==> config.mk <==
export PLATFORM = sky130hd
export DESIGN_NAME = fifo_rd_ctrl_flat
export DESIGN_NICKNAME = d
export VERILOG_FILES = /design/src/rtl/fifo_rd_ctrl_if.sv /design/src/rtl/fifo_rd_ctrl.sv /design/src/flat_wrapper.sv
export SDC_FILE = /design/constraint.sdc
export NUM_CORES = 1
export LEC_CHECK = 0
export BUFFER_PORTS_ARGS = -buffer_cell sky130_fd_sc_hd__buf_4
export CORE_MARGIN = 3
export CORE_UTILIZATION = 45
export DETAILED_ROUTE_END_ITERATION = 12
export PLACE_DENSITY = 0.73
export SYNTH_ARGS = -nofsm -noshare
export SYNTH_HDL_FRONTEND = slang
export SYNTH_SLANG_ARGS = --single-unit
==> constraint.sdc <==
create_clock -name clk -period 4.9 [get_ports clk]
set_input_delay 0.98 -clock clk [delete_from_list [all_inputs] [get_ports clk]]
set_output_delay 0.98 -clock clk [all_outputs]
set_load 0.01 [all_outputs]
==> src/rtl/fifo_rd_ctrl_if.sv <==
// Bundle of the producer, consumer and RAM-port signals of fifo_rd_ctrl.
// master = controller side, slave = the parent/environment (RAM + producer + consumer).
interface fifo_rd_ctrl_if #(
  parameter int ADDR_WIDTH = 6,
  parameter int DATA_WIDTH = 64
);
  logic                  in_valid;
  logic                  in_ready;
  logic [DATA_WIDTH-1:0] in_data;
  logic                  out_valid;
  logic                  out_ready;
  logic [DATA_WIDTH-1:0] out_data;
  logic                  ram_wr_en;
  logic [ADDR_WIDTH-1:0] ram_wr_ptr;
  logic [DATA_WIDTH-1:0] ram_wr_data;
  logic                  ram_rd_en;
  logic [ADDR_WIDTH-1:0] ram_rd_ptr;
  logic [DATA_WIDTH-1:0] ram_rd_data;
  logic [ADDR_WIDTH:0]   count;

  modport master (
    input  in_valid, in_data, out_ready, ram_rd_data,
    output in_ready, out_valid, out_data,
    output ram_wr_en, ram_wr_ptr, ram_wr_data, ram_rd_en, ram_rd_ptr, count
  );

  modport slave (
    output in_valid, in_data, out_ready, ram_rd_data,
    input  in_ready, out_valid, out_data,
    input  ram_wr_en, ram_wr_ptr, ram_wr_data, ram_rd_en, ram_rd_ptr, count
  );
endinterface

==> src/rtl/fifo_rd_ctrl.sv <==
// FIFO controller around a 1-cycle registered-read dual-port RAM, presenting a
// first-word-fall-through stream through a 2-entry (head, skid) output buffer.
module fifo_rd_ctrl #(
  parameter int ADDR_WIDTH = 6,
  parameter int DATA_WIDTH = 64
) (
  input  logic           clk,
  input  logic           rst,
  fifo_rd_ctrl_if.master bus
);
  localparam int                DEPTH   = 1 << ADDR_WIDTH;
  localparam logic [ADDR_WIDTH:0] DEPTH_C = (ADDR_WIDTH + 1)'(DEPTH);

  // Handshake: a word moves on a rising edge when valid & ready are both 1;
  // valid never depends on ready, and in_ready never depends on out_ready.

  logic [ADDR_WIDTH-1:0] wr_ptr_q, wr_ptr_d;
  logic [ADDR_WIDTH-1:0] rd_ptr_q, rd_ptr_d;
  logic [ADDR_WIDTH:0]   ram_level_q, ram_level_d;
  logic [ADDR_WIDTH:0]   count_q, count_d;
  logic [1:0]            buf_cnt_q, buf_cnt_d;
  logic                  rd_pending_q, rd_pending_d;
  logic [DATA_WIDTH-1:0] head_q, head_d;
  logic [DATA_WIDTH-1:0] skid_q, skid_d;

  logic       in_ready;
  logic       push;
  logic       pop;
  logic       issue;
  logic [2:0] buf_need;
  logic [1:0] cnt_after_pop;

  always_comb begin
    in_ready = (count_q != DEPTH_C) & ~rst;
    push     = bus.in_valid & in_ready;
    pop      = (buf_cnt_q != 2'd0) & bus.out_ready;
    // Slots the buffer will need next cycle, counting the read already in flight.
    buf_need = {1'b0, buf_cnt_q} + {2'b00, rd_pending_q} - {2'b00, pop};
    issue    = (ram_level_q != '0) & (buf_need <= 3'd1);

    wr_ptr_d     = wr_ptr_q + {{(ADDR_WIDTH-1){1'b0}}, push};
    rd_ptr_d     = rd_ptr_q + {{(ADDR_WIDTH-1){1'b0}}, issue};
    ram_level_d  = ram_level_q + {{ADDR_WIDTH{1'b0}}, push} - {{ADDR_WIDTH{1'b0}}, issue};
    count_d      = count_q + {{ADDR_WIDTH{1'b0}}, push} - {{ADDR_WIDTH{1'b0}}, pop};
    rd_pending_d = issue;

    head_d        = head_q;
    skid_d        = skid_q;
    cnt_after_pop = buf_cnt_q - {1'b0, pop};
    if (pop) begin
      head_d = skid_q;
    end
    // Returning read data lands at the tail after the pop shift.
    if (rd_pending_q) begin
      if (cnt_after_pop == 2'd0) begin
        head_d = bus.ram_rd_data;
      end else begin
        skid_d = bus.ram_rd_data;
      end
    end
    buf_cnt_d = cnt_after_pop + {1'b0, rd_pending_q};
  end

  always_ff @(posedge clk or posedge rst) begin
    if (rst) begin
      wr_ptr_q     <= '0;
      rd_ptr_q     <= '0;
      ram_level_q  <= '0;
      count_q      <= '0;
      buf_cnt_q    <= '0;
      rd_pending_q <= 1'b0;
      head_q       <= '0;
      skid_q       <= '0;
    end else begin
      wr_ptr_q     <= wr_ptr_d;
      rd_ptr_q     <= rd_ptr_d;
      ram_level_q  <= ram_level_d;
      count_q      <= count_d;
      buf_cnt_q    <= buf_cnt_d;
      rd_pending_q <= rd_pending_d;
      head_q       <= head_d;
      skid_q       <= skid_d;
    end
  end

  assign bus.in_ready    = in_ready;
  assign bus.out_valid   = (buf_cnt_q != 2'd0);
  assign bus.out_data    = head_q;
  assign bus.ram_wr_en   = push;
  assign bus.ram_wr_ptr  = wr_ptr_q;
  assign bus.ram_wr_data = bus.in_data;
  assign bus.ram_rd_en   = issue;
  assign bus.ram_rd_ptr  = rd_ptr_q;
  assign bus.count       = count_q;
endmodule

==> src/flat_wrapper.sv <==
// flat-port wrapper written by rule: the top's interface ports become plain ports
module fifo_rd_ctrl_flat 
#(
  parameter int ADDR_WIDTH = 6,
  parameter int DATA_WIDTH = 64
)
  (clk, rst, bus_in_valid, bus_in_data, bus_out_ready, bus_ram_rd_data, bus_in_ready, bus_out_valid, bus_out_data, bus_ram_wr_en, bus_ram_wr_ptr, bus_ram_wr_data, bus_ram_rd_en, bus_ram_rd_ptr, bus_count);
  fifo_rd_ctrl_if #(.ADDR_WIDTH(ADDR_WIDTH), .DATA_WIDTH(DATA_WIDTH)) bus_i ();
  input  logic clk;
  input  logic rst;
  input wire logic [$bits(bus_i.in_valid)-1:0] bus_in_valid;
  input wire logic [$bits(bus_i.in_data)-1:0] bus_in_data;
  input wire logic [$bits(bus_i.out_ready)-1:0] bus_out_ready;
  input wire logic [$bits(bus_i.ram_rd_data)-1:0] bus_ram_rd_data;
  output wire logic [$bits(bus_i.in_ready)-1:0] bus_in_ready;
  output wire logic [$bits(bus_i.out_valid)-1:0] bus_out_valid;
  output wire logic [$bits(bus_i.out_data)-1:0] bus_out_data;
  output wire logic [$bits(bus_i.ram_wr_en)-1:0] bus_ram_wr_en;
  output wire logic [$bits(bus_i.ram_wr_ptr)-1:0] bus_ram_wr_ptr;
  output wire logic [$bits(bus_i.ram_wr_data)-1:0] bus_ram_wr_data;
  output wire logic [$bits(bus_i.ram_rd_en)-1:0] bus_ram_rd_en;
  output wire logic [$bits(bus_i.ram_rd_ptr)-1:0] bus_ram_rd_ptr;
  output wire logic [$bits(bus_i.count)-1:0] bus_count;
  assign bus_i.in_valid = bus_in_valid;
  assign bus_i.in_data = bus_in_data;
  assign bus_i.out_ready = bus_out_ready;
  assign bus_i.ram_rd_data = bus_ram_rd_data;
  assign bus_in_ready = bus_i.in_ready;
  assign bus_out_valid = bus_i.out_valid;
  assign bus_out_data = bus_i.out_data;
  assign bus_ram_wr_en = bus_i.ram_wr_en;
  assign bus_ram_wr_ptr = bus_i.ram_wr_ptr;
  assign bus_ram_wr_data = bus_i.ram_wr_data;
  assign bus_ram_rd_en = bus_i.ram_rd_en;
  assign bus_ram_rd_ptr = bus_i.ram_rd_ptr;
  assign bus_count = bus_i.count;
  fifo_rd_ctrl #(.ADDR_WIDTH(ADDR_WIDTH), .DATA_WIDTH(DATA_WIDTH)) u_core (.clk(clk), .rst(rst), .bus(bus_i));
endmodule
==> impl_results.md, run 1 <==
* Clock root buffer: clkbuf_16
* Mapped Area at 7470 um2
* Cell area after layout at 8940 um2
* Rel. slew slack at 0.406
* Synth Area per Inst at 11.9 um2
* Placed insts at 914
* Initial antenna violation count at 0
* Post-synthesis sequential area ratio at 0.526
* Metal2 WL at 7670 um
* CP top delay family: adder cells
* Post-CTS setup buffers at 0
* Top layer in use: met4
* Vias in the first global route at 4984
* Chip height at 135 um
* Ports at 283
* CTS tree: done
* Fillers at 1333
* Data required, critical path at 5.20 ns
* Most frequent cells in the layout: buf_4, dfrtp_1, nand2_1
* Ranking of synthesized cells by area: dfrtp_1, mux2_2, mux2i_1
* Pin count of the biggest net entering global routing at 152
* Fin util at 0.557
* Fin worst setup slack at 1.17 ns
* Met3 wire length at 1160 um
* Final hold viol count at 0
* Max_cap viols at 0
* Tot Pwr at 6.60 mW
* Post-synth EDFFs at 0
* Seq. cell area at 3930 um2
* Area of the multi-input gates at 2800 um2
* Area growth, synth to finish at 19.7%
* Clock Sinks at 157
* Count of cell types in the netlist at 38
* Cell type with the largest total area after synthesis: dfrtp_1
* CP peak stage delay at 0.44 ns
* Max FO, Critical Path at 5
* Setup Skew at 0.00769 ns
* Routed Antenna Nets at 0
* IO Port Bufs at 154
* HP Class: in -> async
* Post-synth ARST share at 1.00
* Synthesis Warnings at 0
* Detailed-route wire length at 15500 um
* Clk_lat worst skew at 0.42 ns
* Buf+Inv Stages, Crit Path at 3
* TritonRoute pass-1 iters at 4
* Pwr dens at 739 nW/um2
* Hold Slack at 0.479 ns
* Die area at 18200 um2
* HPWL reported at the end of detailed placement at 10600 um
* Max Fclk at 268 MHz
* Leak Pwr at 4.35 nW
* First-pass GRT wire length at 25000 um
* Synth Register Bits at 157
* Post-Syn Nets at 790
* Drt wl/cell at 16.4 um
* DIE WIDTH at 135 um
* Setup tns final at 0 ns
* # hold bufs at CTS at 0
* Dpl cell area at 8320 um2
* Detailed-route vias per instance at 5.12
* CP Cell Sequence: buf_4 > nand3b_1 > nand2_1 > ha_1 > inv_1 > fa_1 > xnor2_1 > nand2_1 > nor2_1 > ha_1 > inv_1 > ha_1 > fa_1 > a211o_1 > a31oi_1 > o21bai_1 > xnor2_1
* Worst VDD drop at 0.356 mV
* Met1 WL at 6440 um
* Nets at 877
* Final Max Slew Viols at 0
* Period minus WS final at 3.73 ns
* CTS max path bufs at 2
* GRT Util Overall at 0.173
* Clk slew on worst S/H paths at 0.06 ns
* Post-route DRC violation count at 0
* Share of layout cells above drive strength 1 at 0.348
* Dpl ws at 0.749 ns
* Antenna diode count at 0
* Detailed router's first-iteration violation count at 227
* Setup-failing EPs final at 0
* Worst Tran Pin Value at 0.890 ns
* Starting density of the core at 0.465
* Kind of critical path: in -> reg
* Primary FF master, synth: dfrtp_1
* Status: finished, final reports clean
* Critical path's most frequent cell: ha_1
* Top cell type's share of synthesized area at 0.526
* RSZ-0062 raised after global routing: no
* Gr ovfl total at 0
* CTS Buf Count at 17
* Gpl congestion at 0.778
* Critical path launch point type: primary input
* FP Rows at 46
* Crit share post-route at 0.762
* Critical Path End Type: flip-flop
* Crit-path slowest cell: fa_1
* CP Data Arrival Time at 4.03 ns
* Floorplan core area at 16100 um2
* Post-CTS Resized at 0
* Vias post-DR at 4848
* Final cell count without fillers at 946
* Mapped Cells at 630
* H-tree levels at 4
[cells by family (layout without fill, tap and decap cells)]
group	count (synthesis)	count (layout)	share of synthesized area
AO/OA/AOI/OAI	86	86	0.0644
XOR/XNOR	20	20	0.0235
adder cells (fa/ha/maj)	28	28	0.0499
buffers and inverters	116	216	0.0999
flip-flops	157	157	0.526
multiplexers	128	128	0.182
AND/OR/NAND/NOR	95	95	0.0538
[sequential cells by signal (all words and copies together), names as in the netlist]
register and cells:
u_core.ram_level_q 7, u_core.bus.out_data 64, u_core.bus.count 7, u_core.buf_cnt_q 2, u_core.bus.ram_wr_ptr 6, u_core.rd_pending_q 1, u_core.bus.ram_rd_ptr 6, u_core.skid_q 64
[final timing paths]
check | from | cells after the start | slack [ns] | to
max in group asynchronous | rst | 3 | 3.33 | u_core.bus.count[6]$_DFF_PP0_
min in group clk | u_core.bus.ram_rd_ptr[5]$_DFF_PP0_ | 1 | 0.49 | u_core.bus.ram_rd_ptr[5]$_DFF_PP0_
min reg2reg | u_core.bus.ram_rd_ptr[5]$_DFF_PP0_ | 1 | 0.49 | u_core.bus.ram_rd_ptr[5]$_DFF_PP0_
min | rst | 2 | 0.48 | u_core.bus.ram_wr_ptr[5]$_DFF_PP0_
max reg2reg | u_core.buf_cnt_q[1]$_DFF_PP0_ | 16 | 1.36 | u_core.ram_level_q[6]$_DFF_PP0_
max | bus_out_ready | 17 | 1.17 | u_core.ram_level_q[6]$_DFF_PP0_
[power by group]
part	internal [mW]	switching (mW)	total (mW)
Clock	0.857	0.509	1.37
Sequential	2.00	0.420	2.42
Combinational	1.45	1.37	2.82
[cells in the mapped netlist (5+ instances only)]
master and count:
buf_2 5, a21oi_1 6, nor2_1 5, o21ai_0 64, xor2_1 11, nand3_1 8
nand2_1 70, buf_6 5, dfrtp_1 157, ha_1 25, inv_1 25, buf_4 71
mux2i_1 64, clkbuf_1 9, mux2_2 60, xnor2_1 9
[final cells by class]
cell class                      instances  share of cell area
Sequential cell                       157               0.439
Multi-Input combinational cell        357               0.314
Timing Repair Buffer                  159               0.136
Clock buffer                           23              0.0546
Tap cell                              216              0.0302
Clock inverter                          9              0.0150
Inverter                               25              0.0109
[per-layer routing]
| metal | vias to the layer above | GRT usage |
|---|---|---|
| met5 | - | 0 |
| met4 | 0 | 0.0571 |
| met3 | 45 | 0.0637 |
| met2 | 171 | 0.290 |
| met1 | 2389 | 0.207 |
| li1 | 2243 | - |
Note: power is estimated with default switching activity, not from simulation.
==> run 2, diff against run 1 <==
CORE_UTILIZATION = 50   (was 45)
PLACE_DENSITY = 0.77   (was 0.73)
clock period = 3.6 ns   (was 4.9 ns; I/O delays follow)
==> run 2 against run 1 <==
Core utilization increased by 5.5 points. Routed wire length increased by 0.14%. Count of clock-buffer cells in the layout unchanged. Register-to-register slack got worse by 1.1 ns. Non-clock buffer count increased by 8. Sequential share of layout area about the same. Sequential power increased by 36%. Highest routed layer unchanged. Largest power group unchanged. Global-route usage increased by 1.9 points. Combinational power increased by 39%. First-iteration DRC count increased by 13%. Worst hold slack got worse by 0.052 ns.
==> impl_results.md, run 2 (same netlist as run 1, synthesis figures left out) <==
* Status: finished, final reports clean
* Pwr dens at 1010 nW/um2 (+37%)
* Starting density of the core at 0.512 (+0.0468)
* Crit share post-route at 0.929
* Crit-path slowest cell: dfrtp_1
* # hold bufs at CTS at 0 (unchanged)
* Post-CTS Resized at 0 (unchanged)
* Final cell count without fillers at 921 (-2.6%)
* Drt wl/cell at 16.9 um (+2.9%)
* HP Class: in -> async
* Max FO, Critical Path at 5 (unchanged)
* Chip height at 128 um (-4.9%)
* Worst Tran Pin Value at 0.881 ns (-0.00954 ns)
* Flop-to-flop setup slack at 0.26 ns (-1.10 ns)
* CTS max path bufs at 2 (unchanged)
* Fin worst setup slack at 0.257 ns (-0.910 ns)
* Clock share of power at 0.201 (-0.006)
* Reg power frac at 0.366 (about the same)
* Sw frac at 0.351 (+0.00378)
* CP Data Arrival Time at 3.64 ns (-0.39 ns)
* Initial antenna violation count at 0 (unchanged)
* Floorplan core area at 14600 um2 (-9.1%)
* Ports at 283 (unchanged)
* CP top delay family: adder cells
* DIE WIDTH at 128 um (-4.9%)
* Leak Pwr at 4.38 nW (+0.56%)
* Hold Slack at 0.427 ns (-0.0519 ns)
* TritonRoute pass-1 iters at 4 (unchanged)
* IO Port Bufs at 154 (unchanged)
* H-tree levels at 4 (unchanged)
* Post-route DRC violation count at 0 (unchanged)
* Setup Skew at 0.00673 ns (-0.000960 ns)
* Antenna diode count at 0 (unchanged)
* HPWL reported at the end of detailed placement at 10600 um (about the same)
* Final Max Slew Viols at 0 (unchanged)
* Clock Sinks at 157 (unchanged)
* Detailed-route vias per instance at 5.26 (+2.7%)
* GRT Util Overall at 0.192 (+0.0192)
* Data required, critical path at 3.90 ns (-1.30 ns)
* Kind of critical path: reg -> reg
* Share of layout cells above drive strength 1 at 0.355 (+0.00755)
* P_int at 5.85 mW (+36%)
* Commonest non-fill, non-tap cell in the layout: buf_4
* Detailed router's first-iteration violation count at 256 (+13%)
* Vias in the first global route at 4955 (-0.58%)
* CTS Buf Count at 17 (unchanged)
* Gr ovfl total at 0 (unchanged)
* Pin count of the biggest net entering global routing at 87 (-43%)
* Clk_lat worst skew at 0.42 ns (about the same)
* Detailed-route wire length at 15600 um (+0.14%)
* Die area at 16400 um2 (-9.6%)
* Critical path launch point type: flip-flop
* Area growth, synth to finish at 19.6%
* CP Cell Sequence: nand3b_1 > nand2_1 > ha_1 > inv_1 > fa_1 > xnor2_1 > nand2_1 > nor2_1 > ha_1 > inv_1 > ha_1 > fa_1 > a211o_1 > a31oi_1 > o21bai_1 > xnor2_1
* Psw at 3.17 mW (+38%)
* Vias post-DR at 4848 (unchanged)
* Most frequent cells in the layout: buf_4, dfrtp_1, nand2_1
* Rel. slew slack at 0.413 (+0.00636)
* Placed insts at 890 (-2.6%)
* Comb power frac at 0.434 (+0.007)
* Clk slew on worst S/H paths at 0.06 ns (about the same)
* Buf+Inv Stages, Crit Path at 2 (-1)
* Critical path's most frequent cell: ha_1
* Setup-failing EPs final at 0 (unchanged)
* Worst VDD drop at 0.658 mV (+85%)
* Routed Antenna Nets at 0 (unchanged)
* Final hold viol count at 0 (unchanged)
* CP peak stage delay at 0.47 ns (+0.03 ns)
* Max_cap viols at 0 (unchanged)
* FP Rows at 44 (-4.3%)
* CTS tree: done
* Critical Path End Type: flip-flop
* Nets at 885 (+0.91%)
* Max Fclk at 299 MHz
* RSZ-0062 raised after global routing: no
* Post-CTS setup buffers at 0 (unchanged)
* First-pass GRT wire length at 24900 um (-0.44%)
* Dpl ws at -0.147 ns (-0.896 ns)
* Clock root buffer: clkbuf_16
* Period minus WS final at 3.34 ns
* Gpl congestion at 0.798 (+2.6%)
## run 2: changes by cell type in the layout (fill, tap and decap cells not counted), sizes merged
cell | before | now
bufinv | 3 | 2
inv | 24 | 25
clkinvlp | 2 | 3
clkinv | 5 | 3
buf | 159 | 167
## run 2: metrics by stage
| step | setup TNS [ns] | area, um2 | total power [mW] | utilization |
|---|---|---|---|---|
| 3_5_place_dp | -0.147 | 8330 | 7.25 | 0.571 |
| 6_report | 0 | 8930 | 9.01 | 0.612 |
| 3_3_place_gp | 0 | 8330 | 6.97 | 0.571 |
| 5_1_grt | 0 | 8930 | 9.68 | 0.612 |
| 4_1_cts | 0 | 8930 | 9.12 | 0.612 |
| 2_1_floorplan | 0 | 7470 | 5.82 | - |
## run 2: final cells by class
class                      count  area [um2]
fill                        1150        5660
sequential                   157        3930
multi-input combinational    357        2800
timing repair buffer         167        1270
clock buffer                  23         498
tap                          184         230
clock inverter                 8         106
inverter                      25        97.6
## run 2: power groups by stage
stage | logic, mW | registers [mW] | clock network (mW)
after floorplan | 2.42 | 3.39 | 0
after global placement | 3.73 | 3.24 | 0
after detailed placement | 3.94 | 3.32 | 0
after CTS | 3.97 | 3.30 | 1.86
after global routing | 4.33 | 3.40 | 1.94
final | 3.91 | 3.29 | 1.81
## run 2: path summary, 6_finish.rpt
check	from	end	cells past startpoint
worst min register to register	u_core.bus.ram_wr_ptr[5]$_DFF_PP0_	u_core.bus.ram_wr_ptr[5]$_DFF_PP0_	1
worst min-delay path	rst	u_core.bus.ram_wr_ptr[1]$_DFF_PP0_	3
min in group clk	u_core.bus.ram_wr_ptr[5]$_DFF_PP0_	u_core.bus.ram_wr_ptr[5]$_DFF_PP0_	1
worst max-delay path	u_core.buf_cnt_q[1]$_DFF_PP0_	u_core.ram_level_q[6]$_DFF_PP0_	16
worst max register to register	u_core.buf_cnt_q[1]$_DFF_PP0_	u_core.ram_level_q[6]$_DFF_PP0_	16
max in group asynchronous	rst	u_core.skid_q[20]$_DFFE_PP0P_	3
## run 2: worst register-to-register path, cell delays in order (launching register included)
cell	delay, ns
dfrtp_1	0.47
nand3b_1	0.14
nand2_1	0.12
ha_1	0.16
inv_1	0.05
fa_1	0.37
xnor2_1	0.13
nand2_1	0.07
nor2_1	0.05
ha_1	0.29
inv_1	0.04
ha_1	0.19
fa_1	0.44
a211o_1	0.29
a31oi_1	0.18
o21bai_1	0.11
xnor2_1	0.14
## run 2: metal layers
| layer | vias up | GRT usage | routed length [um] |
|---|---|---|---|
| met4 | 0 | 0.0730 | 354 |
| met5 | - | 0 | 0 |
| met3 | 52 | 0.0646 | 1090 |
| li1 | 2264 | - | - |
| met2 | 141 | 0.310 | 7530 |
| met1 | 2391 | 0.240 | 6590 |
==> run 3, diff against run 2 <==
ABC_AREA = 1   (was default)
CORE_UTILIZATION = 51   (was 50)
clock period = 3.45 ns   (was 3.6 ns; I/O delays follow)
==> run 3 against run 2 <==
Via count is 36% higher. Highest routed layer unchanged. Critical path type is now reg -> out. Synthesized area is 7.9% higher. Synthesized cell count is 61% higher. Largest cell class unchanged. Die area is 5.5% higher.
==> impl_results.md, run 3 <==
* Count of cell types in the netlist at 22 (-42%)
* P_int at 5.68 mW (-2.9%)
* Nets at 1245 (+41%)
* Initial antenna violation count at 0 (unchanged)
* Max FO, Critical Path at 6 (+1)
* Synth Area per Inst at 7.96 um2 (-33%)
* Post-synth ARST share at 1.00 (unchanged)
* Rel. slew slack at 0.419 (+0.00637)
* Chip height at 132 um (+2.7%)
* Crit share post-route at 0.886
* Mapped Cells at 1012 (+61%)
* Detailed router's first-iteration violation count at 492 (+92%)
* Synth Register Bits at 157 (unchanged)
* Vias post-DR at 6573 (+36%)
* Psw at 3.99 mW (+26%)
* WHS Endpoint: u_core.skid_q[43]$_DFFE_PP0P_
* Area growth, synth to finish at 16.9%
* Worst Tran Pin Value at 0.871 ns (-0.00955 ns)
* Post-route DRC violation count at 0 (unchanged)
* Status: finished, final reports clean
* DIE WIDTH at 132 um (+2.7%)
* Final Max Slew Viols at 0 (unchanged)
* Fin util at 0.615 (+0.00318)
* Most common cell in the netlist: nand2_1
* Area of the multi-input gates at 3220 um2 (+15%)
* Critical Path End Type: primary output
* Reg2reg end: u_core.ram_level_q[4]$_DFF_PP0_
* Sw frac at 0.413 (+0.0612)
* Max_cap viols at 0 (unchanged)
* Detailed-route wire length at 18700 um (+20%)
* H-tree levels at 4 (unchanged)
* FP Rows at 45 (+2.3%)
* Most frequent cells in the layout: nand2_1, buf_4, dfrtp_1
* Floorplan core area at 15300 um2 (+5.0%)
* Critical path launch point type: flip-flop
* CP Data Arrival Time at 2.37 ns (-1.27 ns)
* Synthesis Warnings at 0 (unchanged)
* Post-synth top cells: nand2_1, dfrtp_1, nand3_1
* Clk slew on worst S/H paths at 0.06 ns (about the same)
* Kind of critical path: reg -> out
* GRT Util Overall at 0.222 (+0.0298)
* Top Usage Layer GRT: met2
* CP peak stage delay at 0.47 ns (about the same)
* Commonest non-fill, non-tap cell in the layout: nand2_1
* Met2 Usage GRT at 0.361 (+0.0518)
* Starting density of the core at 0.526 (+0.0144)
* Setup Skew at 0.00751 ns (+0.000781 ns)
* Share of layout cells above drive strength 1 at 0.202 (-0.154)
* CP Cell Sequence: nand3_2 > nand2_1 > ha_1 > inv_1 > fa_1 > xnor2_1 > nand2_1 > nor2_1 > buf_4 > buf_4
* Crit-path slowest cell: dfrtp_1
* Comb power frac at 0.475 (+0.041)
* Period minus WS final at 3.06 ns
* Fin worst setup slack at 0.395 ns (+0.138 ns)
* RSZ-0062 raised after global routing: no
* Routed Antenna Nets at 0 (unchanged)
* Clock root buffer: clkbuf_16
* Post-synthesis sequential area ratio at 0.488 (-0.0386)
* TritonRoute pass-1 iters at 6 (+2)
* Leak Pwr at 5.35 nW (+22%)
* Cell area after layout at 9420 um2 (+5.5%)
* HP Start: u_core.skid_q[43]$_DFFE_PP0P_
* Flop-to-flop setup slack at 0.52 ns (+0.26 ns)
* Final hold viol count at 0 (unchanged)
* Pin count of the biggest net entering global routing at 158 (+82%)
* Dpl cell area at 8870 um2 (+6.5%)
* HPWL reported at the end of detailed placement at 11400 um (+7.5%)
* Mapped Area at 8060 um2 (+7.9%)
* Dpl ws at 0.184 ns (+0.331 ns)
* Worst hold path cell count at 2
* Seq. cell area at 3930 um2 (about the same)
* Fillers at 1402 (+22%)
* Pwr dens at 1030 nW/um2 (+1.6%)
* Max Fclk at 327 MHz
* Clk_lat worst skew at 0.42 ns (about the same)
* Post-CTS setup buffers at 0 (unchanged)
* Primary FF master, synth: dfrtp_1
* Met1 usage at 0.285 (+0.0448)
* Worst VDD drop at 0.626 mV (-4.8%)
* Routing usage on met3 at 0.0670 (+0.00242)
* Clock share of power at 0.182 (-0.019)
* Data required, critical path at 2.76 ns (-1.14 ns)
* # hold bufs at CTS at 0 (unchanged)
* Ranking of synthesized cells by area: dfrtp_1, nand2_1, buf_4
* Reg power frac at 0.343 (-0.023)
* Detailed-route vias per instance at 5.03 (-4.5%)
* Ports at 283 (unchanged)
* CTS tree: done
* Die area at 17300 um2 (+5.5%)
* First-pass GRT wire length at 31700 um (+27%)
* Gr ovfl total at 0 (unchanged)
* Cell type with the largest total area after synthesis: dfrtp_1
* Gpl congestion at 0.802 (+0.49%)
* Post-CTS Resized at 0 (unchanged)
* IO Port Bufs at 154 (unchanged)
* Setup-failing EPs final at 0 (unchanged)
* HP Class: reg -> reg
* Post-synth EDFFs at 0 (unchanged)
* CTS max path bufs at 2 (unchanged)
* Clock Sinks at 157 (unchanged)
* Post-Syn Nets at 1172 (+48%)
* Reg2reg start: u_core.buf_cnt_q[1]$_DFF_PP0_
* Drt wl/cell at 14.3 um (-15%)
* Vias in the first global route at 6631 (+34%)
* Antenna diode count at 0 (unchanged)
* R2r worst-path depth at 15 (-1)
* CTS Buf Count at 17 (unchanged)
* Top cell type's share of synthesized area at 0.488 (-0.0386)
* Setup tns final at 0 ns (unchanged)
run 3: changes by cell type after synthesis, sizes merged, moves of 24 or more:
cell	before	now
nand2	70	546
nand3	8	80
o21ai	67	0
mux2	64	0
mux2i	64	0
buf	82	110
inv	25	49
run 3: worst max-delay path: cells and delay by family (launching register included):
family,cells,cell delay (ns)
buf+inv,3,0.30
xor+xnor,1,0.14
simple gates,4,0.53
fa+ha+maj,2,0.51
flops,1,0.47
run 3: final cells by class:
cell class | instances | share of cell area
Sequential cell | 157 | 0.417
Multi-Input combinational cell | 695 | 0.342
Timing Repair Buffer | 165 | 0.134
Clock buffer | 25 | 0.0526
Tap cell | 211 | 0.0280
Inverter | 49 | 0.0199
Clock inverter | 5 | 0.00624
run 3: through the flow:
step	hold WS, ns	cells	power (mW)
floorplan	0.442	1012	6.54
global placement	0.453	1277	7.75
detailed placement	0.458	1277	7.92
CTS	0.461	1307	9.75
global route	0.459	1307	10.5
finish	0.467	1307	9.67
run 3: power by group through the flow:
stage / Combinational (mW) / Clock, mW / Sequential, mW
floorplan: 3.10 / 0 / 3.44
global placement: 4.44 / 0 / 3.31
detailed placement: 4.59 / 0 / 3.33
CTS: 4.64 / 1.79 / 3.31
global route: 5.24 / 1.86 / 3.43
finish: 4.59 / 1.76 / 3.31
run 3: per-layer routing:
metal	part of all wire	vias up	wire [um]
met5	0	-	0
met4	0.013	0	244
met3	0.074	24	1390
met2	0.47	225	8820
met1	0.44	3145	8250
li1	-	3179	-
run 3: kinds of logic after synthesis:
kind of cell               after synthesis  synth area share
xor gates and xnor gates                18            0.0196
AOI/OAI and AO/OA                        6           0.00373
buffers and inverters                  160             0.126
DFF                                    157             0.488
adders and majority gates               28            0.0463
and+or+nand+nor                        643             0.317
run 3: worst max path at each step:
stage / startpoint / endpoint / slack [ns] / cells after the start
after floorplan: rst / u_core.bus.count[4]$_DFF_PP0_ / -1.07 / 13
after global placement: bus_out_ready / u_core.ram_level_q[4]$_DFF_PP0_ / 0.26 / 17
after detailed placement: bus_out_ready / u_core.ram_level_q[4]$_DFF_PP0_ / 0.18 / 17
after CTS: u_core.buf_cnt_q[1]$_DFF_PP0_ / bus_ram_rd_en / 0.36 / 10
after global routing: u_core.buf_cnt_q[1]$_DFF_PP0_ / bus_ram_rd_en / 0.18 / 10
final: u_core.buf_cnt_q[1]$_DFF_PP0_ / bus_ram_rd_en / 0.39 / 10
